<file path="config.mk">
export PLATFORM = sky130hd
export DESIGN_NAME = gray_updown_counter
export DESIGN_NICKNAME = d
export VERILOG_FILES = /design/src/rtl/gray_updown_counter.sv
export SDC_FILE = /design/constraint.sdc
export NUM_CORES = 1
export LEC_CHECK = 0
export CAP_MARGIN = 20
export CORE_MARGIN = 2
export CORE_UTILIZATION = 30
export CTS_CLUSTER_DIAMETER = 100
export DETAILED_ROUTE_END_ITERATION = 16
export PLACE_DENSITY = 0.68
export SLEW_MARGIN = 20
export SYNTH_ARGS = -nofsm -noshare
export SYNTH_HDL_FRONTEND = slang
export SYNTH_SLANG_ARGS = --single-unit
</file>
<file path="constraint.sdc">
create_clock -name clk -period 2.2 [get_ports clk]
set_clock_uncertainty 0.1 [all_clocks]
set_input_delay 0.44 -clock clk [delete_from_list [all_inputs] [get_ports clk]]
set_output_delay 0.44 -clock clk [all_outputs]
set_load 0.01 [all_outputs]
</file>
<file path="src/rtl/gray_updown_counter.sv">
// gray_updown_counter
//   Up/down counter that keeps its state in binary and presents registered
//   binary and Gray-code views. Both views update on the same clock edge. The
//   Gray view is a register of its own, so it is glitch-free and can be used
//   as a pointer or sequence source that crosses clock domains.
//
// Parameters
//   WIDTH    counter width in bits (>= 2)
//   WRAP     1: wrap at the limits, 0: saturate at the limits
//   RST_VAL  binary reset value
//
// Ports
//   clk         rising-edge clock
//   rst_n       asynchronous active-low reset
//   en          count enable, one step per cycle
//   up_dn       1: count up, 0: count down
//   load        synchronous load of load_val (takes priority over en)
//   load_gray   1: load_val is Gray coded, 0: load_val is binary
//   load_val    value to load
//   count_bin   registered binary count
//   count_gray  registered Gray count, always bin2gray(count_bin)
//   tc          terminal count for the current direction (combinational)
//   ovf         one-cycle flag for a wrap or an attempted overrun
module gray_updown_counter #(
  parameter int WIDTH   = 4,
  parameter int WRAP    = 1,
  parameter int RST_VAL = 0
) (
  input  logic             clk,
  input  logic             rst_n,
  input  logic             en,
  input  logic             up_dn,
  input  logic             load,
  input  logic             load_gray,
  input  logic [WIDTH-1:0] load_val,
  output logic [WIDTH-1:0] count_bin,
  output logic [WIDTH-1:0] count_gray,
  output logic             tc,
  output logic             ovf
);

  localparam logic [WIDTH-1:0] MAX     = '1;
  localparam logic [WIDTH-1:0] ZERO    = '0;
  localparam logic [WIDTH-1:0] ONE     = {{(WIDTH-1){1'b0}}, 1'b1};
  localparam logic [WIDTH-1:0] RST_BIN = WIDTH'(RST_VAL);

  function automatic logic [WIDTH-1:0] bin2gray(input logic [WIDTH-1:0] b);
    return b ^ (b >> 1);
  endfunction

  function automatic logic [WIDTH-1:0] gray2bin(input logic [WIDTH-1:0] g);
    logic [WIDTH-1:0] b;
    b[WIDTH-1] = g[WIDTH-1];
    for (int i = WIDTH - 2; i >= 0; i--) begin
      b[i] = b[i+1] ^ g[i];
    end
    return b;
  endfunction

  logic [WIDTH-1:0] next_bin;
  logic             next_ovf;

  // Next-state selection: load > en > hold
  always_comb begin
    next_bin = count_bin;
    next_ovf = 1'b0;
    if (load) begin
      next_bin = load_gray ? gray2bin(load_val) : load_val;
    end else if (en) begin
      if (up_dn) begin
        if (count_bin != MAX) begin
          next_bin = count_bin + ONE;
        end else begin
          next_ovf = 1'b1;
          if (WRAP != 0) next_bin = ZERO;
        end
      end else begin
        if (count_bin != ZERO) begin
          next_bin = count_bin - ONE;
        end else begin
          next_ovf = 1'b1;
          if (WRAP != 0) next_bin = MAX;
        end
      end
    end
  end

  // Output registers: the Gray view is encoded from next_bin before the
  // register so count_gray never passes through decode logic on its way out.
  always_ff @(posedge clk or negedge rst_n) begin
    if (!rst_n) begin
      count_bin  <= RST_BIN;
      count_gray <= bin2gray(RST_BIN);
      ovf        <= 1'b0;
    end else begin
      count_bin  <= next_bin;
      count_gray <= bin2gray(next_bin);
      ovf        <= next_ovf;
    end
  end

  assign tc = (up_dn & (count_bin == MAX)) | (~up_dn & (count_bin == ZERO));

endmodule

</file>
**Yosys cells after proc, flatten, opt, wreduce, memory -nomap -nowiden**

Index checks and enable logic that the tools add are counted.

- Bitwise operators: 8
- Reductions and logical operators: 2
- Shift operators: 0
- Eq/ne operators: 2
- Mux-type cells: 11
- $lt $le $gt $ge: 0
- Add/subtract/negate cells: 2
- $mul: 0
- Divide/modulo/power cells: 0

Operators with widths:

| kind | count |
|---|---|
| two-way mux 4 bit | 5 |
| two-way mux 1 bit | 5 |
| adder 4 x 1 -> 4 bit, second input constant | 1 |
| equality test 4 bit, second input constant | 1 |
| logical NOT 4 bit | 1 |
| inequality test 4 bit, second input constant | 1 |
| nonzero test 4 bit | 1 |
| subtractor 4 x 1 -> 4 bit, second input constant | 1 |
| XOR 4 x 3 -> 4 bit | 1 |
| two-way mux 3 bit | 1 |
| XOR 1 bit | 3 |
| AND 1 bit | 2 |
| NOT 1 bit | 1 |
| OR 1 bit | 1 |

- Output and inout bits: 10
- Memories: 0
- Bits in read-only memories: 0
- Input port bits: 10
- Flip-flop bits (word level): 9
- Memory bits (writable): 0
- Latch bits: 0
- Word-level logic and storage cells: 28

**Logic depth before layout (Yosys ltp)**

Gate-level depths: netlist of run 1.

- Word-level depth: 6
- Mapped depth: 7
- Mapped depth without buffers: 7

**Least setup slack after synthesis of run 1**

No wires, ideal clock.

- Path type: reg2reg
- From: register count_bin[0]
- To: register count_gray[0]
- Stages on the path, launching flop included: 8
- Required time: 2.021 ns
- Arrival time: 1.599 ns
- Path slack: 0.422 ns
- Cell sequence: dfrtp_1 inv_1 ha_1 or3b_1 a21oi_1 o22ai_1 mux2i_4 xor2_1

- Word-level cells in the longest chain between the ends: 6
- Elaborated cells on any way between the ends: 10

Ends and longest elaborated chain:

| item | line | text |
|---|---|---|
| start: declaration | 36 | `output logic [WIDTH-1:0] count_bin,` |
| start signal: assignment | 96 | `count_bin <= next_bin;` |
| subtractor 4 x 1 -> 4 bit, or another cell as far along | 79 | `next_bin = count_bin - ONE;` |
| two-way mux 4 bit (on tied branches) | 78, 71 |  |
| two-way mux 4 bit | 70 | `if (up_dn) begin` |
| two-way mux 4 bit (*) | 69 | `end else if (en) begin` |
| two-way mux 4 bit (*) | 67 | `if (load) begin` |
| via next_bin[0] | 60 | `logic [WIDTH-1:0] next_bin;` |
| XOR 4 x 3 -> 4 bit (*) | 48 | `return b ^ (b >> 1);` |
| end signal: assignment | 93 | `count_gray <= bin2gray(RST_BIN);` |
| end signal: assignment | 97 | `count_gray <= bin2gray(next_bin);` |
| end: declaration | 37 | `output logic [WIDTH-1:0] count_gray,` |

Mark *: on every way through the listed nets, which the timed path passes. The rest lies on a longest branch.

**Final worst setup path of run 1**

- From: input port up_dn
- To: output port tc

- Word-level cells in the longest chain between the ends: 3
- Elaborated cells on any way between the ends: 4

Ends and longest elaborated chain:

| item | line | text |
|---|---|---|
| start: declaration | 32 | `input logic up_dn,` |
| NOT 1 bit | 102 | `assign tc = (up_dn & (count_bin == MAX)) \| (~up_dn & (count_bin == ZERO));` |
| AND 1 bit | 102 |  |
| OR 1 bit (*) | 102 |  |
| end: declaration | 38 | `output logic tc,` |

Every way passes the cells marked *; elsewhere a longest branch is shown, timed or not.

==> impl_metrics.env, run 1 <==
export IMPL_status="completed"
export IMPL_dr_pass1_iters=4
export IMPL_fin_crit_sh_pct=94.4
export IMPL_ys_async_sr_fraction_pct=100
export IMPL_pin_count=20
export IMPL_ir_drop_mv=0.231
export IMPL_r2r_cells=8
export IMPL_wl_per_cell_um=10.1
export IMPL_htree_levels=1
export IMPL_worst_pin_slew_ps=367
export IMPL_final_hold_violation_count=0
export IMPL_final_setup_viol_count=0
export IMPL_drtAntennaViolNets=0
export IMPL_synth_commonest_cells="dfrtp_1 (8), inv_1 (4), xor2_1 (4)"
export IMPL_rsz0062_at_grt="no"
export IMPL_seqCellArea_um2=200
export IMPL_end_kind="primary output"
export IMPL_cts_buffer_depth=2
export IMPL_clkSinkCount=8
export IMPL_cts_made_buffers=3
export IMPL_antennaDiodeCount=0
export IMPL_grt_max_degree=9
export IMPL_syn_inst=57
export IMPL_fin_cells=108
export IMPL_dr_first_iter_drc_count=6
export IMPL_place_ws_ps=-221
export IMPL_fill_cells=176
export IMPL_synth_fp_nets=69
export IMPL_synth_avg_cell_area_um2=9.97
export IMPL_grt_pass1_vias=437
export IMPL_synth_top_cell_by_area="dfrtp_1"
export IMPL_cp_required_ps=1660
export IMPL_synth_area_leaders="dfrtp_1 (35%), xor2_1 (6.2%), xnor2_1 (4.6%)"
export IMPL_synth_edf_count=0
export IMPL_cts_root_buf="clkbuf_4"
export IMPL_synthFlopType="dfrtp_1"
export IMPL_grt_pass1_wl_mm=1.80
export IMPL_setup_tns_ps=0
export IMPL_r2r_start="count_bin[1]"
export IMPL_multi_input_area_um2=340
export IMPL_final_layout_size_suffix_gt1_share_pct=19.3
export IMPL_power_density_nw_per_um2=719
export IMPL_drv_slew=0
export IMPL_die_w_um=47.5
export IMPL_place_hpwl_um=897
export IMPL_fp_dieH_um=47.5
export IMPL_path_class="input port to primary output"
export IMPL_cap_violations=0
export IMPL_ys_warnings_count=0
export IMPL_die_area_um2=2260
export IMPL_io_buffers=19
export IMPL_area_growth_pct=47.8
export IMPL_synth_top_cell_area_share_pct=35.2
export IMPL_cts_tree="yes"
export IMPL_start_util_pct=32.5
export IMPL_whs_ps=362
export IMPL_grt_overflow_total=0
export IMPL_synthDistinctLibCells=32
export IMPL_track_usage_pct=11.8
export IMPL_ys_seq_elements=8
export IMPL_r2r_end="count_gray[0]"
export IMPL_setup_ws_ps=122
export IMPL_layout_nets=97
export IMPL_fp_coreArea_um2=1750
export IMPL_maxSlewHeadroom_pct=75.5
export IMPL_hold_class="input port to async pin"
export IMPL_place_inst=105
export IMPL_antenna_found_initial=0
export IMPL_drt_total_wl_mm=1.09
export IMPL_placed_cell_area_um2=822
export IMPL_place_gp_congestion=0.778
export IMPL_max_freq_mhz=481
export IMPL_total_power_mw=0.604
export IMPL_drc=0
export IMPL_fin_util_pct=48.1
export IMPL_insertion_delay_ps=240
export IMPL_path_clk_slew_ps=50
export IMPL_rows=15
export IMPL_syn_area_um2=568
export IMPL_critPathArrivalTime_ps=1540
export IMPL_hold_buffers=0
export IMPL_cts_setup_buffers=0
export IMPL_ys_seq_area_share_pct=35.2
export IMPL_ff2ff_setup_slack_ps=270
export IMPL_period_needed_ps=2080
export IMPL_fin_area_um2=840
export IMPL_vias_per_cell=4.48
export IMPL_leakage_nw=0.362
export IMPL_crit_path_start_kind="input port"
export IMPL_vias=484
export IMPL_post_synth_top_count_cell="dfrtp_1"
export IMPL_critPathMaxFanout=2
flip-flops by register name, summed over array words and instances, names as in the netlist:
register and cells:
count_bin 4, count_gray 3, ovf 1
cell usage in the layout (no fill, tap or decap), drive strengths merged:
cell type      synthesis  layout
xnor2                  3       3
buf                    2       6
a31o                   1       1
nor2b                  1       1
nand2b                 2       2
and2                   1       1
and4                   1       1
clkbuf                 0       4
ha                     2       2
nor4                   1       1
or3b                   1       1
xor2                   5       5
nand2                  3       3
a21oi                  4       4
nor2                   3       3
nor3                   1       1
mux2                   2       2
inv                    4       4
and3                   2       2
o21a                   1       1
dfrtp                  8       8
o22ai                  1       1
o21ai                  4       4
clkdlybuf4s50          0      18
o31ai                  2       2
mux2i                  2       2
worst max-delay path, stage by stage:
cell and delay [ps]:
clkdlybuf4s50_1 420, and3_1 190, and2_1 160, a31o_1 200, clkbuf_2 130
metal layers:
| metal | wire length (µm) | GRT usage, % |
|---|---|---|
| met2 | 546 | 19.5 |
| met5 | 0 | 0 |
| met3 | 59 | 3.40 |
| met4 | 0 | 5.00 |
| met1 | 484 | 14.3 |
final cells by class:
| cell class | instances | share of cell area, % |
|---|---|---|
| Timing Repair Buffer | 25 | 27.4 |
| Inverter | 4 | 1.79 |
| Sequential cell | 8 | 23.8 |
| Tap cell | 25 | 3.73 |
| Multi-Input combinational cell | 43 | 40.5 |
| Clock buffer | 3 | 2.68 |
repair_timing:
| action | 4_1_cts | 5_1_grt |
|---|---|---|
| endpoints found under the setup margin | 1 | 1 |
| pin swaps | 0 | 0 |
| resized for setup | 2 | 1 |
worst max-delay path by stage:
stage	from	end	slack, ps
6_report	up_dn	tc	120
5_1_grt	up_dn	tc	80
4_1_cts	up_dn	tc	20
3_5_place_dp	up_dn	tc	-220
3_3_place_gp	up_dn	tc	-220
2_1_floorplan	count_bin[0]	count_gray[0]	420
where the power goes:
part	leakage, nW	total (mW)	internal [mW]	switching, mW
combinational	0.253	0.296	0.165	0.131
sequential	0.0947	0.201	0.183	0.0179
clock	0.0138	0.106	0.0620	0.0441
cell families after synthesis:
family	synth area share [%]
DFF	35.2
AOI/OAI and AO/OA	15.9
muxes	10.4
and+or+nand+nor	15.6
adders and majority gates	4.40
buffers and inverters	4.84
xor gates and xnor gates	13.7
(Power assumes the default switching activity.)
==> run 2: changes to the inputs <==
--- a/config.mk
+++ b/config.mk
@@ -11,6 +11,7 @@
 export CTS_CLUSTER_DIAMETER = 100
 export DETAILED_ROUTE_END_ITERATION = 16
 export PLACE_DENSITY = 0.68
+export SKIP_CTS_REPAIR_TIMING = 1
 export SLEW_MARGIN = 20
 export SYNTH_ARGS = -nofsm -noshare
 export SYNTH_HDL_FRONTEND = slang
==> run 2 against run 1 <==
  * First-iteration DRC count unchanged
  * Flip-flop and latch count did not move
  * Die area stayed put
  * Register-to-register slack about the same
  * Clock power about the same
  * Critical path depth unchanged
  * Clock-buffer cell count stayed put
  * Worst hold slack unchanged
  * Via count unchanged
  * Final area up 0.89%
==> impl_metrics.env, run 2 (synthesis results as in run 1) <==
export IMPL_r2r_end="count_gray[0]"
export IMPL_antennaDiodeCount=0
export IMPL_grt_pass1_vias=437
export IMPL_period_needed_ps=2120
export IMPL_r2r_cells=8
export IMPL_cpMaxStageDelayCell="clkdlybuf4s50_1"
export IMPL_insertion_delay_ps=240
export IMPL_p_int_mw=0.412
export IMPL_die_w_um=47.5
export IMPL_max_freq_mhz=472
export IMPL_dr_first_iter_drc_count=6
export IMPL_largest_register_ffs=4
export IMPL_final_layout_size_suffix_gt1_share_pct=18.1
export IMPL_layout_nets=97
export IMPL_hold_class="input port to async pin"
export IMPL_r2r_start="count_bin[1]"
export IMPL_swShare_pct=31.9
export IMPL_rows=15
export IMPL_critPathTopFamily="buffers and inverters"
export IMPL_crit_end="tc"
export IMPL_cts_buffer_depth=2
export IMPL_fp_dieH_um=47.5
export IMPL_power_density_nw_per_um2=714
export IMPL_final_cell_mix="clkdlybuf4s50_1 (18), dfrtp_1 (8), buf_4 (6), inv_1 (4), xor2_1 (4)"
export IMPL_cts_root_buf="clkbuf_4"
export IMPL_path_buf_inv=2
export IMPL_fin_cells=108
export IMPL_cts_tree="yes"
export IMPL_io_buffers=19
export IMPL_status="completed"
export IMPL_die_area_um2=2260
export IMPL_worst_pin_slew_ps=367
export IMPL_fin_crit_sh_pct=96.2
export IMPL_crit_chain="clkdlybuf4s50_1 -> and3_1 -> and2_1 -> a31o_1 -> dlymetal6s2s_1"
export IMPL_cp_required_ps=1660
export IMPL_p_comb_share_pct=49.2
export IMPL_total_power_mw=0.605
export IMPL_grt_max_degree=9
export IMPL_cp_depth=5
export IMPL_seq_power_share_pct=33.3
export IMPL_layout_commonest_cell="clkdlybuf4s50_1"
export IMPL_crit_path_start="up_dn"
export IMPL_top_register="count_bin"
export IMPL_wl_per_cell_um=10.1
export IMPL_vias_per_cell=4.48
export IMPL_grt_overflow_total=0
export IMPL_track_usage_pct=11.8
export IMPL_p_clk_share_pct=17.6
export IMPL_fp_coreArea_um2=1750
export IMPL_place_hpwl_um=897
export IMPL_max_stage_delay_ps=420
export IMPL_htree_levels=1
export IMPL_place_inst=105
export IMPL_fin_area_um2=847
export IMPL_p_sw_mw=0.193
export IMPL_place_gp_congestion=0.778
export IMPL_leakage_nw=0.378
export IMPL_whs_ps=362
export IMPL_rsz0062_at_grt="no"
export IMPL_critPathMaxFanout=2
export IMPL_place_ws_ps=-221
export IMPL_start_util_pct=32.5
export IMPL_drc=0
export IMPL_pin_count=20
export IMPL_top_regs="count_bin: 4 flops, count_gray: 3 flops, ovf: 1 flops"
export IMPL_ir_drop_mv=0.231
export IMPL_final_setup_viol_count=0
export IMPL_antenna_found_initial=0
export IMPL_ff2ff_setup_slack_ps=270
export IMPL_dr_pass1_iters=4
export IMPL_grt_pass1_wl_mm=1.80
export IMPL_maxSlewHeadroom_pct=75.5
export IMPL_area_growth_pct=49.1
export IMPL_setup_ws_ps=83.4
export IMPL_cap_violations=0
export IMPL_path_clk_slew_ps=50
export IMPL_final_hold_violation_count=0
export IMPL_end_kind="primary output"
export IMPL_drtAntennaViolNets=0
export IMPL_clkSinkCount=8
export IMPL_drv_slew=0
export IMPL_path_class="input port to primary output"
export IMPL_critPathArrivalTime_ps=1580
export IMPL_placed_cell_area_um2=822
export IMPL_drt_total_wl_mm=1.09
export IMPL_fill_cells=174
export IMPL_vias=484
export IMPL_cts_made_buffers=3
export IMPL_crit_path_start_kind="input port"
==> run 2: per-stage QoR <==
step	setup TNS (ps)	util, %
finish	0	48.5
floorplan	0	-
global placement	-217	47.1
CTS	-226	48.4
detailed placement	-221	47.1
global route	0	48.5
==> run 2: worst min-delay path by stage <==
stage / startpoint / to / slack [ps]
final: rst_n / count_bin[3] / 360
after global routing: rst_n / count_gray[2] / 370
after CTS: rst_n / count_gray[2] / 370
after detailed placement: rst_n / count_bin[2] / 630
after global placement: rst_n / ovf / 620
after floorplan: rst_n / count_bin[0] / 40
==> run 2: power by group through the flow <==
| stage | Sequential, mW | Combinational [mW] | Clock, mW |
|---|---|---|---|
| after floorplan | 0.231 | 0.129 | 0 |
| after global placement | 0.205 | 0.300 | 0 |
| after detailed placement | 0.205 | 0.301 | 0 |
| after CTS | 0.202 | 0.302 | 0.111 |
| after global routing | 0.208 | 0.326 | 0.124 |
| final | 0.201 | 0.298 | 0.106 |
==> run 2: worst register-to-register path, delay by kind of cell, from the launching register on <==
kind                       cells  cell delay [ps]
and+or+nand+nor                1              360
DFF                            1              380
buffers and inverters          2              230
muxes                          1              170
xor gates and xnor gates       1              150
adders and majority gates      1              210
AOI/OAI and AO/OA              2              270
==> run 2: per-layer routing <==
layer  up-vias  GRT usage, %  wire [µm]  share of wire [%]
li1        249             -          -                  -
met1       219          14.3        472                 43
met2        16          19.5        546                 50
met3         0          3.40         71                6.5
met4         0          5.00          0                  0
met5         -             0          0                  0
==> run 2: area by class of cell <==
class / count / area, µm² / area share, %
Multi-Input combinational cell: 43 / 340 / 40.2
Timing Repair Buffer: 25 / 238 / 28.1
Sequential cell: 8 / 200 / 23.6
Tap cell: 25 / 31.3 / 3.69
Clock buffer: 3 / 22.5 / 2.66
Inverter: 4 / 15.0 / 1.77
==> run 3: changes to the inputs <==
--- a/config.mk
+++ b/config.mk
@@ -7,10 +7,10 @@
 export LEC_CHECK = 0
 export CAP_MARGIN = 20
 export CORE_MARGIN = 2
-export CORE_UTILIZATION = 30
+export CORE_UTILIZATION = 42
 export CTS_CLUSTER_DIAMETER = 100
 export DETAILED_ROUTE_END_ITERATION = 16
-export PLACE_DENSITY = 0.68
+export PLACE_DENSITY = 0.86
 export SKIP_CTS_REPAIR_TIMING = 1
 export SLEW_MARGIN = 20
 export SYNTH_ARGS = -nofsm -noshare
==> run 3 against run 2 <==
  * Worst hold slack better by 2.0 ps
  * Highest routed layer is now met4
  * Register-to-register slack worse by 30 ps
  * Routed wire length up 11%
  * Non-clock buffer count up 1
  * Critical path type unchanged
  * First-iteration DRC count up 67%
  * Maximum frequency up 0.44%
  * Core utilization up 17 points
  * Global-route usage up 5.5 points
  * Via count up 6.4%
  * Combinational power up 2%
  * Critical path depth unchanged
  * Clock-buffer cell count unchanged
==> impl_metrics.env, run 3 (synthesis results as in run 1) <==
export IMPL_status="completed"
export IMPL_pin_count=20
export IMPL_layout_commonest_cell="clkdlybuf4s50_1"
export IMPL_vias=515
export IMPL_maxSlewHeadroom_pct=75.5
export IMPL_htree_levels=1
export IMPL_cts_root_buf="clkbuf_4"
export IMPL_grt_max_degree=9
export IMPL_clkSinkCount=8
export IMPL_hold_class="input port to async pin"
export IMPL_dr_pass1_iters=4
export IMPL_top_regs="count_bin: 4 flops, count_gray: 3 flops, ovf: 1 flops"
export IMPL_grt_overflow_total=0
export IMPL_end_kind="primary output"
export IMPL_final_setup_viol_count=0
export IMPL_grt_pass1_vias=451
export IMPL_layout_nets=98
export IMPL_io_buffers=19
export IMPL_drtAntennaViolNets=0
export IMPL_vias_per_cell=5.20
export IMPL_r2r_cells=8
export IMPL_leakage_nw=0.383
export IMPL_critPathArrivalTime_ps=1570
export IMPL_cap_violations=0
export IMPL_grt_pass1_wl_mm=1.80
export IMPL_ir_drop_mv=0.398
export IMPL_drt_total_wl_mm=1.21
export IMPL_die_w_um=40.8
export IMPL_start_util_pct=44.2
export IMPL_final_cell_mix="clkdlybuf4s50_1 (18), dfrtp_1 (8), buf_4 (7), inv_1 (4), xor2_1 (4)"
export IMPL_place_hpwl_mm=1.05
export IMPL_place_gp_congestion=0.715
export IMPL_largest_register_ffs=4
export IMPL_wl_per_cell_um=12.2
export IMPL_drc=0
export IMPL_dr_first_iter_drc_count=10
export IMPL_total_power_mw=0.620
export IMPL_path_class="input port to primary output"
export IMPL_cp_required_ps=1660
export IMPL_power_density_nw_per_um2=734
export IMPL_fin_util_pct=65.7
export IMPL_rsz0062_at_grt="no"
export IMPL_fp_coreArea_um2=1280
export IMPL_path_clk_slew_ps=50
export IMPL_cts_made_buffers=3
export IMPL_fp_dieH_um=40.8
export IMPL_track_usage_pct=17.3
export IMPL_drv_slew=0
export IMPL_max_freq_mhz=475
export IMPL_critPathMaxFanout=2
export IMPL_top_register="count_bin"
export IMPL_final_layout_size_suffix_gt1_share_pct=20.2
export IMPL_cts_tree="yes"
export IMPL_worst_pin_slew_ps=367
export IMPL_area_growth_pct=48.7
export IMPL_insertion_delay_ps=250
export IMPL_rows=13
export IMPL_fin_crit_sh_pct=95.8
export IMPL_crit_path_start_kind="input port"
export IMPL_antennaDiodeCount=0
export IMPL_die_area_um2=1660
export IMPL_period_needed_ps=2110
export IMPL_cts_buffer_depth=2
export IMPL_antenna_found_initial=0
export IMPL_final_hold_violation_count=0
[run 3: cell types whose count changed in the layout (fill, tap and decap cells not counted)]
| cell | delta |
|---|---|
| nor2_1 | -1 |
| buf_4 | +1 |
| nor2_2 | +1 |
[run 3: final timing paths]
check                        startpoint             to  slack, ps
setup / recovery                  up_dn             tc         90
hold / removal                    rst_n  count_gray[2]        360
setup reg to reg           count_bin[1]  count_gray[0]        240
hold reg to reg            count_bin[3]   count_bin[3]        630
max in group asynchronous         rst_n            ovf       1370
min in group clk           count_bin[3]   count_bin[3]        630
[run 3: report_power, final]
part	total [mW]	switching, mW	internal, mW
sequential	0.204	0.0202	0.183
combinational	0.304	0.136	0.169
clock	0.112	0.0498	0.0624
total	0.620	0.206	0.414
[run 3: stage by stage]
step	cell area, µm²	hold WS (ps)	instances	setup TNS (ps)	setup slack (ps)
6_report	845	364	99	0	92.6
5_1_grt	845	390	99	0	55.0
4_1_cts	840	377	99	-226	-226
3_5_place_dp	817	634	96	-226	-216
3_3_place_gp	817	620	96	-193	-193
2_1_floorplan	568	44.4	57	0	422
[run 3: worst max-delay path, cell delays in order]
cell and delay (ps):
clkdlybuf4s50_1 420, and3_1 190, and2_1 160, a31o_1 190
dlymetal6s2s_1 170
[run 3: layout make-up]
type / instances / area, µm²
flip-flops and latches: 8 / 200
repair buffers: 26 / 245
multi-input cells: 43 / 343
clock buffers: 3 / 22.5
fillers: 105 / 440
inverters: 4 / 15.0
well taps: 15 / 18.8
[run 3: metal layers]
metal | GRT usage (%) | routed length [µm] | part of all wire, % | vias up
met5 | 0 | 0 | 0 | -
met4 | 7.50 | 21 | 1.7 | 0
met3 | 1.63 | 53 | 4.4 | 2
met2 | 35.7 | 679 | 56 | 19
met1 | 16.7 | 458 | 38 | 241
li1 | - | - | - | 253
